===== config.mk =====
export PLATFORM = sky130hd
export DESIGN_NAME = impl_deconv_flat
export DESIGN_NICKNAME = d
export VERILOG_FILES = /design/src/rtl/impl_deconv_if.sv /design/src/rtl/impl_deconv.sv /design/src/flat_wrapper.sv
export SDC_FILE = /design/constraint.sdc
export NUM_CORES = 1
export LEC_CHECK = 0
export CAP_MARGIN = 5
export CORE_MARGIN = 2
export CORE_UTILIZATION = 30
export DETAILED_ROUTE_END_ITERATION = 8
export HOLD_SLACK_MARGIN = 0.1
export PLACE_DENSITY = 0.5
export SETUP_SLACK_MARGIN = 0.3
export SYNTH_ARGS = -nofsm -noshare
export SYNTH_HDL_FRONTEND = slang
export SYNTH_SLANG_ARGS = --single-unit

===== constraint.sdc =====
create_clock -name clk -period 1.98 [get_ports clk]
set_clock_uncertainty 0.1 [all_clocks]
set_input_delay 0.396 -clock clk [delete_from_list [all_inputs] [get_ports clk]]
set_output_delay 0.396 -clock clk [all_outputs]
set_load 0.01 [all_outputs]

===== src/rtl/impl_deconv_if.sv =====
// Stream bundle for the implication-fold decoder.
// Input handshake carries fold words; output handshake carries decoded items.
interface impl_deconv_if #(
  parameter int W = 4
);
  logic         in_valid;
  logic         in_ready;
  logic [W-1:0] in_out;
  logic         out_valid;
  logic         out_ready;
  logic [W-1:0] num;
  logic [W-1:0] known;
  logic         err;

  modport master (
    output in_valid,
    output in_out,
    output out_ready,
    input  in_ready,
    input  out_valid,
    input  num,
    input  known,
    input  err
  );

  modport slave (
    input  in_valid,
    input  in_out,
    input  out_ready,
    output in_ready,
    output out_valid,
    output num,
    output known,
    output err
  );
endinterface


===== src/rtl/impl_deconv.sv =====
// Inverts the implication fold out = ~acc | num, one word per accept.
// A 1-deep output register drains in the same cycle it is refilled.
module impl_deconv #(
  parameter int COUNT_OF_BITS = 4
) (
  input  logic               clk,
  input  logic               rst,
  input  logic               clear,
  impl_deconv_if.slave       bus,
  output logic               err_sticky,
  output logic [7:0]         count
);

  localparam int W = COUNT_OF_BITS;

  logic [W-1:0] r_acc;
  logic         r_out_valid;
  logic [W-1:0] r_num;
  logic [W-1:0] r_known;
  logic         r_err;
  logic         r_err_sticky;
  logic [7:0]   r_count;

  logic         w_in_ready;
  logic         w_accept;
  logic         w_drain;
  logic [W-1:0] w_num;
  logic         w_err;

  // Handshake: room exists when empty or the held item leaves now.
  always_comb begin
    w_in_ready = (!r_out_valid || bus.out_ready) && !clear;
    w_accept   = bus.in_valid && w_in_ready;
    w_drain    = r_out_valid && bus.out_ready;
  end

  // Decode: bits where acc was 1 pass num through; acc 0 forces out 1.
  always_comb begin
    w_num = bus.in_out & r_acc;
    w_err = |(~r_acc & ~bus.in_out);
  end

  // Fold model and output register; clear outranks accept and drain.
  always_ff @(posedge clk or negedge rst) begin
    if (!rst) begin
      r_acc        <= '1;
      r_out_valid  <= 1'b0;
      r_num        <= '0;
      r_known      <= '0;
      r_err        <= 1'b0;
      r_err_sticky <= 1'b0;
      r_count      <= 8'd0;
    end else if (clear) begin
      r_acc        <= '1;
      r_out_valid  <= 1'b0;
      r_num        <= '0;
      r_known      <= '0;
      r_err        <= 1'b0;
      r_err_sticky <= 1'b0;
      r_count      <= 8'd0;
    end else if (w_accept) begin
      r_acc        <= bus.in_out;
      r_out_valid  <= 1'b1;
      r_num        <= w_num;
      r_known      <= r_acc;
      r_err        <= w_err;
      r_err_sticky <= r_err_sticky | w_err;
      r_count      <= r_count + 8'd1;
    end else if (w_drain) begin
      r_out_valid  <= 1'b0;
    end
  end

  // Drive the bundle and status ports from registered state.
  always_comb begin
    bus.in_ready  = w_in_ready;
    bus.out_valid = r_out_valid;
    bus.num       = r_num;
    bus.known     = r_known;
    bus.err       = r_err;
    err_sticky    = r_err_sticky;
    count         = r_count;
  end

endmodule


===== src/flat_wrapper.sv =====
// flat-port wrapper written by rule: the top's interface ports become plain ports
module impl_deconv_flat 
#(
  parameter int COUNT_OF_BITS = 4
)
  (clk, rst, clear, err_sticky, count, bus_in_valid, bus_in_out, bus_out_ready, bus_in_ready, bus_out_valid, bus_num, bus_known, bus_err);
  impl_deconv_if #(.W((4))) bus_i ();
  input  logic clk;
  input  logic rst;
  input  logic clear;
  output logic err_sticky;
  output logic [7:0] count;
  input wire logic [$bits(bus_i.in_valid)-1:0] bus_in_valid;
  input wire logic [$bits(bus_i.in_out)-1:0] bus_in_out;
  input wire logic [$bits(bus_i.out_ready)-1:0] bus_out_ready;
  output wire logic [$bits(bus_i.in_ready)-1:0] bus_in_ready;
  output wire logic [$bits(bus_i.out_valid)-1:0] bus_out_valid;
  output wire logic [$bits(bus_i.num)-1:0] bus_num;
  output wire logic [$bits(bus_i.known)-1:0] bus_known;
  output wire logic [$bits(bus_i.err)-1:0] bus_err;
  assign bus_i.in_valid = bus_in_valid;
  assign bus_i.in_out = bus_in_out;
  assign bus_i.out_ready = bus_out_ready;
  assign bus_in_ready = bus_i.in_ready;
  assign bus_out_valid = bus_i.out_valid;
  assign bus_num = bus_i.num;
  assign bus_known = bus_i.known;
  assign bus_err = bus_i.err;
  impl_deconv #(.COUNT_OF_BITS(COUNT_OF_BITS)) u_core (.clk(clk), .rst(rst), .clear(clear), .bus(bus_i), .err_sticky(err_sticky), .count(count));
endmodule

==> impl_metrics.py <==
metrics = {
    "synthesis": {
        "synth_warnings": 0,
        "synth_cell_types": 30,
        "synth-async-reset-ratio_pct": 100.0,
        "ys_seq_elements": 23,
        "ys_seq_area_share_pct": 52.73,
        "synth_cells": 109,
        "synth_nets": 119,
        "synth-edff-count": 0,
        "synth_area_sq_um": 1101,
        "dominantRegCellSynth": "dfrtp_1",
        "syn_area_per_cell_sq_um": 10.10,
    },
    "global_route": {
        "grt.total_usage_pct": 12.84,
        "antenna_found_initial": 0,
        "grt_max_degree": 26,
        "grt_pass1_vias": 922,
        "grt-ovfl-total": 0,
        "grt_pass1_wl_mm": 4.084,
    },
    "clock_network": {
        "htreeDepth": 1,
        "numCtsBuffers": 3,
        "path_clk_slew_ns": 0.08,
        "cts.sinks": 23,
        "cts_tree": "done",
        "clock_tree.root_cell": "clkbuf_8",
        "worstSkewPairLatency_ns": 0.26,
        "cts_buffer_depth": 2,
        "hold_buffers": 0,
    },
    "placement": {
        "dp_hpwl_mm": 1.619,
        "place_ws_ns": -0.1715,
        "dpl_cell_area_sq_um": 1440,
        "gp_congestion": 0.8075,
        "io_buffers": 28,
        "dp_cells": 186,
    },
    "floorplan": {
        "initial_core_util_pct": 30.53,
        "coreArea_sq_um": 3606,
        "die_h_microns": 64.58,
        "die_x_microns": 64.58,
        "io_pins": 29,
        "rows": 22,
        "die_area_sq_um": 4171,
    },
    "drt": {
        "routedWlPerCell_microns": 12.39,
        "drtIter0Drc": 37,
        "vias": 922,
        "ant_nets": 0,
        "wl_met3_microns": 128,
        "via_per_inst": 4.680,
        "wl_met1_mm": 1.141,
        "wl_met2_mm": 1.126,
        "dr.pass1.iters": 4,
        "drc": 0,
        "drt-total-wl_mm": 2.441,
        "top_layer_used": "met4",
    },
    "layout": {
        "final_cell_area_sq_um": 1574,
        "diodes": 0,
        "instances_no_fill": 197,
        "syn2layout_area_growth_pct": 42.95,
        "layout.nets": 160,
        "drive_gt1_share_pct": 20.13,
    },
    "sta": {
        "period_share_pct": 82.45,
        "rsz0062_at_grt": "yes",
        "setup_viol": 0,
        "tightest_slew_ns": 0.3091,
        "final_max_slew_viol_count": 0,
        "setup_ws_ns": 0.3475,
        "fin_crit_ns": 1.633,
        "fin_tns_setup_ns": 0,
        "slew_headroom_pct": 79.40,
        "fmax_mhz": 612.5,
        "finalHoldViolations": 0,
    },
    "critical_path": {
        "cp_cell_sequence": "buf_4 -> and2b_4 -> nor2_1 -> buf_2",
        "critical_path_required_ns": 1.48,
        "endpoint_kind": "output port",
        "crit_start": "u_core.bus.out_valid",
        "crit_path_start_kind": "flop",
        "cp_slowest_cell": "dfrtp_1",
        "critPathKind": "flop to output port",
        "cp.buffers_inverters": 2,
        "r2r-start": "u_core.bus.out_valid",
        "worst_path_largest_cell_delay_ns": 0.38,
        "worst_path_dominant_cell_family": "flip-flops",
        "worst_ep_arrival_time_ns": 1.14,
        "worstPathMaxFanout": 2,
    },
    "power": {
        "p_leak_nw": 0.9525,
        "power.total_mw": 0.9844,
        "power_density_nw_per_um2": 625.4,
        "vdd_drop_max_v": 0.0002930,
    },
    "run": {
        "maxCapViolCount": 0,
    },
    "status": {
        "status": "completed",
    },
    "hold_path": {
        "hp-class": "input pin to async pin",
    },
}
## final timing paths
kind                                    to  cells after the start  slack [ns]
max                           bus_in_ready                      4        0.35
min                        u_core.count[7]                      2        0.39
min reg2reg                u_core.r_acc[3]                      2        0.41
max reg2reg                u_core.count[7]                      6        0.48
max in group asynchronous  u_core.r_acc[0]                      2        1.10
min in group clk           u_core.r_acc[3]                      2        0.41
## final cells by class
| cell class | count | area (sq um) |
|---|---|---|
| fillers | 350 | 2032 |
| clock buffers | 4 | 45.04 |
| well taps | 48 | 60.06 |
| repair buffers | 42 | 421.7 |
| inverters | 1 | 3.754 |
| flip-flops and latches | 23 | 580.6 |
| multi-input cells | 79 | 462.9 |
## worst reg2reg max path, stage by stage (launching register included)
cell     delay [ns]
dfrtp_1        0.38
buf_4          0.14
and2b_4        0.16
buf_4          0.14
nor3_2         0.22
nand4_1        0.13
a21oi_1        0.16
## layout by cell type (no fill, tap or decap), drive strengths merged
cell type      synthesis  routed
buf                    5      15
ha                     1       1
nand3                  7       7
nor2                  11      11
dlygate4sd2            0       3
nor4                   1       1
nand2                 24      24
and2b                  1       1
and4                   1       1
o22ai                  2       2
dlymetal6s2s           0      18
clkdlybuf4s50          0       6
xor2                   3       3
inv                    1       1
clkbuf                 1       4
a31o                   1       1
a211oi                 1       1
nand2b                 2       2
dfstp                  4       4
nand4                  3       3
nor3                   1       1
nand3b                 4       4
xnor2                  2       2
o21ba                  1       1
dfrtp                 19      19
and2                   2       2
mux2i                  1       1
a21oi                 10      10
## per-stage QoR
| stage | hold WS (ns) | utilization [%] |
|---|---|---|
| 6_report | 0.3862 | 43.65 |
| 3_3_place_gp | 0.3895 | 39.94 |
| 3_5_place_dp | 0.3992 | 39.94 |
| 2_1_floorplan | 0.0004089 | - |
| 4_1_cts | 0.4015 | 42.19 |
| 5_1_grt | 0.4076 | 43.65 |
## per-layer routing
| layer | track usage (%) | up-vias |
|---|---|---|
| met5 | 0 | - |
| met4 | 5.585 | 0 |
| met3 | 2.257 | 5 |
| met2 | 20.57 | 34 |
| met1 | 17.03 | 438 |
| li1 | - | 445 |
## registers in the layout (all words and copies together) (netlist names)
register              count
u_core.count              8
u_core.bus.known          4
u_core.bus.num            4
u_core.r_acc              4
u_core.bus.err            1
u_core.bus.out_valid      1
u_core.err_sticky         1
## kinds of logic (layout without fill, tap and decap cells)
| kind of cell | after synthesis | after routing | synth area share, % |
|---|---|---|---|
| AOI/OAI and AO/OA | 15 | 15 | 8.523 |
| muxes | 1 | 1 | 0.9091 |
| and+or+nand+nor | 57 | 57 | 27.50 |
| DFF | 23 | 23 | 52.73 |
| xor gates and xnor gates | 5 | 5 | 3.978 |
| buffers and inverters | 7 | 47 | 5.226 |
| adders and majority gates | 1 | 1 | 1.136 |
## report_power, final
part	leakage (nW)	switching [mW]	internal, mW
Sequential	0.298	0.0162	0.500
Combinational	0.631	0.0864	0.0882
Clock	0.0228	0.150	0.144
## repair_timing
| item | in CTS | in global routing |
|---|---|---|
| resized for setup | 7 | 18 |
| setup buffers | 6 | 1 |
| endpoints found under the setup margin | 9 | 19 |
| hold endpoints to repair | 0 | 0 |
## cells in the mapped netlist (all sizes together), types with 2 or more instances
library cell  number  share of area (%)
dfrtp             19                 43
nand3b             4                2.7
nand4              3                1.7
xor2               3                2.4
o22ai              2                1.1
xnor2              2                1.6
nor2              11                3.8
dfstp              4                9.5
a21oi             10                4.5
nand2b             2                1.8
nand3              7                3.6
nand2             24                8.2
buf                5                4.5
and2               2                1.1
(Power assumes the default switching activity.)
